<file path="src/rtl/ntt_mod_reduce.sv">
// ntt_mod_reduce: reduces the NTT butterfly sum/difference pair modulo Val_Q.
// Four register layers (three pipeline stages plus the output register) give a
// fixed 3-cycle latency from acceptance to valid_o.  Reduction is Barrett with
// k = 2*DATA_WIDTH applied to |x|, followed by a sign correction, so any
// two's-complement input in range maps into [0, Val_Q) without overflow.
module ntt_mod_reduce #(
    parameter int              DATA_WIDTH = 32,
    parameter longint unsigned Val_Q      = 8380417
) (
    input  logic                      clk_i,
    input  logic                      reset_ni,
    input  logic [2*DATA_WIDTH-1:0]   sum_i,
    input  logic [2*DATA_WIDTH-1:0]   diff_i,
    input  logic                      valid_i,
    output logic                      ready_o,
    output logic [DATA_WIDTH-1:0]     res1_o,
    output logic [DATA_WIDTH-1:0]     res2_o,
    output logic                      valid_o,
    input  logic                      ready_i
);

    localparam int W2 = 2 * DATA_WIDTH;
    localparam int W4 = 4 * DATA_WIDTH;

    localparam logic [W2:0]           Q_EXT = (W2 + 1)'(Val_Q);
    localparam logic [W2-1:0]         Q_W2  = W2'(Val_Q);
    localparam logic [DATA_WIDTH:0]   Q_R   = (DATA_WIDTH + 1)'(Val_Q);
    localparam logic [DATA_WIDTH:0]   Q2_R  = (DATA_WIDTH + 1)'(2 * Val_Q);
    localparam logic [DATA_WIDTH-1:0] Q_D   = DATA_WIDTH'(Val_Q);

    // Elaboration-time long division giving floor(2^W2 / Val_Q); it only
    // produces a constant and never becomes hardware.
    function automatic logic [W2-1:0] barrett_const();
        logic [W2:0] rem;
        logic [W2:0] quo;
        logic        ge;
        rem = '0;
        quo = '0;
        for (int i = W2; i >= 0; i--) begin
            rem = {rem[W2-1:0], (i == W2)};
            ge  = (rem >= Q_EXT);
            if (ge) begin
                rem = rem - Q_EXT;
            end
            quo = {quo[W2-1:0], ge};
        end
        return quo[W2-1:0];
    endfunction

    localparam logic [W2-1:0] BARRETT_M = barrett_const();

    // Magnitude of a signed input; -2^(W2-1) maps to 2^(W2-1), still exact.
    function automatic logic [W2-1:0] abs_val(input logic signed [W2-1:0] x);
        return x[W2-1] ? (~$unsigned(x) + 1'b1) : $unsigned(x);
    endfunction

    // Barrett quotient estimate: floor(a*M / 2^W2), at most 2 below a/Q.
    function automatic logic [W2-1:0] barrett_quot(input logic [W2-1:0] a);
        return W2'(({{W2{1'b0}}, a} * {{W2{1'b0}}, BARRETT_M}) >> W2);
    endfunction

    // Remainder a - q*Q is exact and below 3*Q, so DATA_WIDTH+1 bits hold it.
    function automatic logic [DATA_WIDTH:0] barrett_rem(input logic [W2-1:0] a,
                                                        input logic [W2-1:0] q);
        return (DATA_WIDTH + 1)'(a - q * Q_W2);
    endfunction

    // Bring a value in [0, 3*Q) into [0, Q).
    function automatic logic [DATA_WIDTH-1:0] fold_sub(input logic [DATA_WIDTH:0] r);
        return (r >= Q2_R) ? DATA_WIDTH'(r - Q2_R) :
               (r >= Q_R)  ? DATA_WIDTH'(r - Q_R)  : DATA_WIDTH'(r);
    endfunction

    // |x| mod Q -> x mod Q for negative x, keeping zero at zero.
    function automatic logic [DATA_WIDTH-1:0] sign_fix(input logic neg,
                                                       input logic [DATA_WIDTH-1:0] r);
        return (neg && (r != '0)) ? (Q_D - r) : r;
    endfunction

    logic signed [W2-1:0] sum_s;
    logic signed [W2-1:0] diff_s;
    logic                 en;

    logic                  vld_p0_q, vld_p0_d, vld_p1_q, vld_p1_d, vld_p2_q, vld_p2_d;
    logic                  neg1_p0_q, neg1_p0_d, neg2_p0_q, neg2_p0_d;
    logic [W2-1:0]         abs1_p0_q, abs1_p0_d, abs2_p0_q, abs2_p0_d;
    logic                  neg1_p1_q, neg1_p1_d, neg2_p1_q, neg2_p1_d;
    logic [W2-1:0]         abs1_p1_q, abs1_p1_d, abs2_p1_q, abs2_p1_d;
    logic [W2-1:0]         qest1_p1_q, qest1_p1_d, qest2_p1_q, qest2_p1_d;
    logic                  neg1_p2_q, neg1_p2_d, neg2_p2_q, neg2_p2_d;
    logic [DATA_WIDTH-1:0] rem1_p2_q, rem1_p2_d, rem2_p2_q, rem2_p2_d;
    logic                  valid_o_q, valid_o_d;
    logic [DATA_WIDTH-1:0] res1_q, res1_d, res2_q, res2_d;

    assign sum_s   = sum_i;
    assign diff_s  = diff_i;
    assign ready_o = en;
    assign valid_o = valid_o_q;
    assign res1_o  = res1_q;
    assign res2_o  = res2_q;

    // Next-state for every stage: hold by default, shift all stages when en.
    always_comb begin
        en         = ready_i || !valid_o_q;
        vld_p0_d   = vld_p0_q;
        neg1_p0_d  = neg1_p0_q;
        neg2_p0_d  = neg2_p0_q;
        abs1_p0_d  = abs1_p0_q;
        abs2_p0_d  = abs2_p0_q;
        vld_p1_d   = vld_p1_q;
        neg1_p1_d  = neg1_p1_q;
        neg2_p1_d  = neg2_p1_q;
        abs1_p1_d  = abs1_p1_q;
        abs2_p1_d  = abs2_p1_q;
        qest1_p1_d = qest1_p1_q;
        qest2_p1_d = qest2_p1_q;
        vld_p2_d   = vld_p2_q;
        neg1_p2_d  = neg1_p2_q;
        neg2_p2_d  = neg2_p2_q;
        rem1_p2_d  = rem1_p2_q;
        rem2_p2_d  = rem2_p2_q;
        valid_o_d  = valid_o_q;
        res1_d     = res1_q;
        res2_d     = res2_q;
        if (en) begin
            // p0: sign and magnitude
            vld_p0_d   = valid_i;
            neg1_p0_d  = (sum_s < 0);
            neg2_p0_d  = (diff_s < 0);
            abs1_p0_d  = abs_val(sum_s);
            abs2_p0_d  = abs_val(diff_s);
            // p1: Barrett quotient estimate
            vld_p1_d   = vld_p0_q;
            neg1_p1_d  = neg1_p0_q;
            neg2_p1_d  = neg2_p0_q;
            abs1_p1_d  = abs1_p0_q;
            abs2_p1_d  = abs2_p0_q;
            qest1_p1_d = barrett_quot(abs1_p0_q);
            qest2_p1_d = barrett_quot(abs2_p0_q);
            // p2: remainder folded into [0, Q)
            vld_p2_d   = vld_p1_q;
            neg1_p2_d  = neg1_p1_q;
            neg2_p2_d  = neg2_p1_q;
            rem1_p2_d  = fold_sub(barrett_rem(abs1_p1_q, qest1_p1_q));
            rem2_p2_d  = fold_sub(barrett_rem(abs2_p1_q, qest2_p1_q));
            // output: sign correction
            valid_o_d  = vld_p2_q;
            res1_d     = sign_fix(neg1_p2_q, rem1_p2_q);
            res2_d     = sign_fix(neg2_p2_q, rem2_p2_q);
        end
    end

    // Control and output registers; reset clears all valids and the results.
    always_ff @(posedge clk_i) begin
        if (!reset_ni) begin
            vld_p0_q  <= 1'b0;
            vld_p1_q  <= 1'b0;
            vld_p2_q  <= 1'b0;
            valid_o_q <= 1'b0;
            res1_q    <= '0;
            res2_q    <= '0;
        end else begin
            vld_p0_q  <= vld_p0_d;
            vld_p1_q  <= vld_p1_d;
            vld_p2_q  <= vld_p2_d;
            valid_o_q <= valid_o_d;
            res1_q    <= res1_d;
            res2_q    <= res2_d;
        end
    end

    // Datapath stage registers; contents are qualified by the valid bits.
    always_ff @(posedge clk_i) begin
        neg1_p0_q  <= neg1_p0_d;
        neg2_p0_q  <= neg2_p0_d;
        abs1_p0_q  <= abs1_p0_d;
        abs2_p0_q  <= abs2_p0_d;
        neg1_p1_q  <= neg1_p1_d;
        neg2_p1_q  <= neg2_p1_d;
        abs1_p1_q  <= abs1_p1_d;
        abs2_p1_q  <= abs2_p1_d;
        qest1_p1_q <= qest1_p1_d;
        qest2_p1_q <= qest2_p1_d;
        neg1_p2_q  <= neg1_p2_d;
        neg2_p2_q  <= neg2_p2_d;
        rem1_p2_q  <= rem1_p2_d;
        rem2_p2_q  <= rem2_p2_d;
    end

endmodule

</file>
<file path="config.mk">
export PLATFORM = sky130hd
export DESIGN_NAME = ntt_mod_reduce
export DESIGN_NICKNAME = d
export VERILOG_FILES = /design/src/rtl/ntt_mod_reduce.sv
export SDC_FILE = /design/constraint.sdc
export NUM_CORES = 2
export LEC_CHECK = 0
export BUFFER_PORTS_ARGS = -buffer_cell sky130_fd_sc_hd__buf_4
export CAP_MARGIN = 20
export CORE_AREA = 2 2 354 356
export DETAILED_ROUTE_END_ITERATION = 10
export DIE_AREA = 0 0 356 358
export GPL_TIMING_DRIVEN = 0
export PLACE_DENSITY = 0.74
export SLEW_MARGIN = 20
export SYNTH_ARGS = -nofsm -noshare
export SYNTH_HDL_FRONTEND = slang
export SYNTH_SLANG_ARGS = --single-unit
</file>
<file path="constraint.sdc">
create_clock -name clk_i -period 24.4 [get_ports clk_i]
set_input_delay 7.32 -clock clk_i [delete_from_list [all_inputs] [get_ports clk_i]]
set_output_delay 7.32 -clock clk_i [all_outputs]
set_load 0.005 [all_outputs]
</file>
### Yosys cells after proc, flatten, opt, wreduce, memory -nomap -nowiden

Cells that the tools add are included.

| cells by class | value |
|---|---|
| add/subtract/negate cells | 10 |
| bitwise logic cells | 2 |
| reductions and logical operators | 6 |
| mux-type cells | 8 |
| $mul | 4 |
| $lt $le $gt $ge | 6 |

Operators by type and width:

| operator | count |
|---|---|
| 64-bit by 42-bit multiplier with 106-bit output (second input constant) | 2 |
| 32-bit 2-to-1 mux | 6 |
| 64-bit by 1-bit adder with 64-bit output (second input constant) | 2 |
| 64-bit by 1-bit less-than comparator with 1-bit output (second input constant) | 2 |
| 64-bit NOT | 2 |
| 63-bit 2-to-1 mux | 2 |
| 42-bit by 23-bit multiplier with 33-bit output (second input constant) | 2 |
| 33-bit by 23-bit greater-or-equal comparator with 1-bit output (second input constant) | 2 |
| 33-bit by 24-bit greater-or-equal comparator with 1-bit output (second input constant) | 2 |
| 33-bit subtractor | 2 |
| 32-bit nonzero test | 2 |
| 23-bit by 32-bit subtractor with 32-bit output (first input constant) | 2 |
| 32-bit by 23-bit subtractor with 32-bit output (second input constant) | 2 |
| 32-bit by 24-bit subtractor with 32-bit output (second input constant) | 2 |
| 1-bit logical AND | 2 |
| 1-bit logical NOT | 1 |
| 1-bit logical OR | 1 |

| word-level totals | value |
|---|---|
| register bits after elaboration | 416 |
| output and inout bits | 66 |

### Logic depth before layout (Yosys ltp)

| depth | value |
|---|---|
| depth after elaboration | 5 |
| mapped depth | 30 |
| mapped depth without buffers | 27 |

### Worst setup path before layout

OpenSTA, ideal clock, no wires.

| timing | value |
|---|---|
| kind | input to output |
| from | in ready_i |
| to | out ready_o |
| slack | -0.007 ns |
| buffers on the path | 3 |
| stages | 5 |
| required time | 17.080 ns |
| arrival | 17.087 ns |
| path through | nor2b_1 -> clkbuf_1 -> inv_2 -> clkbuf_1 -> clkbuf_1 |

| between the ends | value |
|---|---|
| cells in the longest elaborated chain, start to end | 1 |

RTL lines:

| item | line | RTL |
|---|---|---|
| from (decl) | 19 | `input logic ready_i` |
| 1-bit logical OR | 104 | `en = ready_i \|\| !valid_o_q;` |
| to (decl) | 15 | `output logic ready_o,` |

No other way between the ends.

### Worst setup path in the final report

Ends and elaborated chain as after synthesis.

==> results.cfg <==
[status]
status = complete, no violations

[die]
placementRows = 129
die_area_um2 = 127000
core_region_area_um2 = 123000
start_util_pct = 54.7
ioPinCount = 198
die_w_um = 356
die_h_um = 358

[logic_synthesis]
synth_common_cells = ha_1, inv_1, fa_1, edfxtp_1, xnor2_1
async_flop_share_pct = 0
synth_top_cells_by_area = ha_1, fa_1, edfxtp_1, inv_1, xnor2_1
ys_dominant_reg_cell = edfxtp_1
synth_edf_count = 330
ys_ff_latch = 398
netlist.area_leader.share_pct = 28.0
synth_cell_types = 98
yosysMostFrequentCell = ha_1
synth_nets = 8787
ys_warn_count = 0
yosysSeqAreaShare_pct = 16.7
synth_cells = 6247
netlist_area_um2 = 67400
avgSynthCellArea_um2 = 10.8
yosys.area.top_type = ha_1

[drt]
drtIter0Drc = 2788
drcViolationCount = 0
wl_um = 162000
avgRoutedWirePerCell_um = 19.9
final_antenna_net_count = 0
dr.pass1.iters = 7
vias_per_cell = 5.68
vias = 46500

[grt]
antenna_found_initial = 9
first_global_vias = 48900
overflow = 0
grt_pass1_wl_um = 261000
grt_usage_pct = 26.1
grt_max_degree = 82

[clock_network]
cts_tree = yes
ctsResizeCount = 0
post_cts_buffers = 0
cts_sinks = 398
numCtsBuffers = 48
worstSkewPairLatency_ns = 0.67
cts_root_buffer = clkbuf_16
clk_pin_slew_ns = 0.06
clockBufferDepth = 3
hold_buffers = 0
h-tree-depth = 2

[sta]
fin_crit_sh_pct = 69.9
maxSlewViolCount = 0
rsz0062_at_grt = no
relSlewSlack_pct = 30.6
max_freq_mhz = 58.6
fin_tns_setup_ns = 0
finalClockSkew_ns = 0.0430
tightestPinTransition_ns = 1.03
hold_violations = 0
final-setup-viol-count = 0
min_period_ns = 17.06

[setup_path]
r2r_start = qest1_p1_q[4]
crit_fanout = 69
crit_path_start = ready_i
cp_data_required_time_ns = 17.08
endpoint_kind = output port
critPathKind = primary input to output port
r2r_setup_slack_ns = 15.09
reg2reg_to = rem1_p2_q[2]
start_kind = primary input
ff2ff_path_depth = 26
cp.arrival_ns = 9.74
critPathCapture = ready_o

[layout]
syn_to_final_growth_pct = 7.82
num-fill-cells = 10200
drive_above_1_share_pct = 5.49
finalNetCount = 9039

[worst_hold_path]
hold_path_depth = 0
min_path_type = flip-flop to flip-flop

[job]
maxCapViolations = 0

[place]
hpwlAfterDp_um = 135000
io_buffers = 197
gp_congestion = 0.932
-- layer usage --
metal	global-route usage [%]	routed length [µm]
met5	0	42
met2	43.8	76700
met3	3.07	8870
met4	7.69	5070
met1	35.5	71700
-- registers in the layout, indices dropped and copies added, names as in the netlist --
name / cells
qest2_p1_q: 33
neg1_p0_q: 1
abs2_p1_q: 33
neg2_p2_q: 1
abs1_p1_q: 33
rem2_p2_q: 32
qest1_p1_q: 33
neg1_p1_q: 1
rem1_p2_q: 32
vld_p2_q: 1
neg2_p0_q: 1
neg2_p1_q: 1
abs2_p0_q: 64
neg1_p2_q: 1
vld_p0_q: 1
valid_o: 1
res1_o: 32
res2_o: 32
vld_p1_q: 1
abs1_p0_q: 64
-- final cells by class --
type / instances / area, µm² / share of cell area [%]
Clock buffer: 62 / 1290 / 1.77
Inverter: 1134 / 4260 / 5.86
Timing Repair Buffer: 202 / 1600 / 2.20
Sequential cell: 398 / 11300 / 15.5
Multi-Input combinational cell: 4631 / 51600 / 70.9
Clock inverter: 26 / 308 / 0.424
Buffer: 84 / 342 / 0.470
Tap cell: 1637 / 2050 / 2.82
Antenna cell: 2 / 5.00 / 0.00689
-- cells in the final DEF (no fill, tap or decap), types with 12 or more instances in the layout --
| cell | count |
|---|---|
| nand2_1 | 211 |
| a211o_1 | 14 |
| nor4_1 | 32 |
| o41ai_1 | 28 |
| clkbuf_1 | 79 |
| o211a_1 | 36 |
| a211oi_1 | 50 |
| or2_2 | 18 |
| nor2_1 | 175 |
| or3_1 | 41 |
| nor2b_1 | 27 |
| buf_4 | 197 |
| o21a_1 | 27 |
| nand3_1 | 63 |
| nor3_1 | 49 |
| a21oi_1 | 217 |
| nand4_1 | 37 |
| inv_1 | 1133 |
| a21boi_0 | 15 |
| edfxtp_1 | 330 |
| and2_1 | 33 |
| a21o_1 | 147 |
| or4_1 | 38 |
| o21bai_1 | 13 |
| ha_1 | 1506 |
| and3_1 | 45 |
| and4_1 | 17 |
| o211ai_1 | 23 |
| a31oi_1 | 29 |
| nand2b_1 | 34 |
| xnor2_1 | 288 |
| fa_1 | 902 |
| dfxtp_1 | 68 |
| o21ai_0 | 180 |
| clkbuf_16 | 48 |
| xor2_1 | 82 |
| a311oi_1 | 12 |
| o31ai_1 | 49 |
-- cell families (layout without fill, tap and decap cells) --
family	Yosys count	after routing	synth area share [%]
compound gates	954	954	9.70
xor+xnor	371	371	4.84
fa+ha+maj	2408	2408	54.7
buf+inv	1218	1508	6.81
flops	398	398	16.7
mux	14	14	0.213
other cells	0	2	0
simple gates	884	884	6.97
-- worst min path at each step --
stage	start	to
4_1_cts	neg1_p1_q	neg1_p2_q
3_3_place_gp	neg2_p0_q	neg2_p1_q
6_report	neg1_p1_q	neg1_p2_q
5_1_grt	neg1_p1_q	neg1_p2_q
2_1_floorplan	neg1_p0_q	neg1_p1_q
3_5_place_dp	neg1_p1_q	neg1_p2_q
-- through the flow --
step	cell area (µm²)	utilization (%)	std cells	setup slack (ns)	hold WS, ns
after CTS	72700	58.9	8174	7.28	0.422
after global placement	70900	57.5	8081	2.14	0.410
final	72700	58.9	8176	7.34	0.419
after global routing	72700	58.9	8174	7.08	0.427
after floorplan	67400	-	6247	4.88	0.400
after detailed placement	71100	57.6	8086	7.30	0.408
-- critical path, stage by stage --
cell      delay (ns)
buf_4           0.08
nor2b_1         0.03
clkbuf_1        0.22
inv_2           0.22
clkbuf_1        0.38
clkbuf_8        0.50
buf_16          0.33
buf_16          0.29
buf_4           0.18
Power is not shown: default switching activity piles up to over one toggle a cycle in this logic, so the estimate is an artifact.
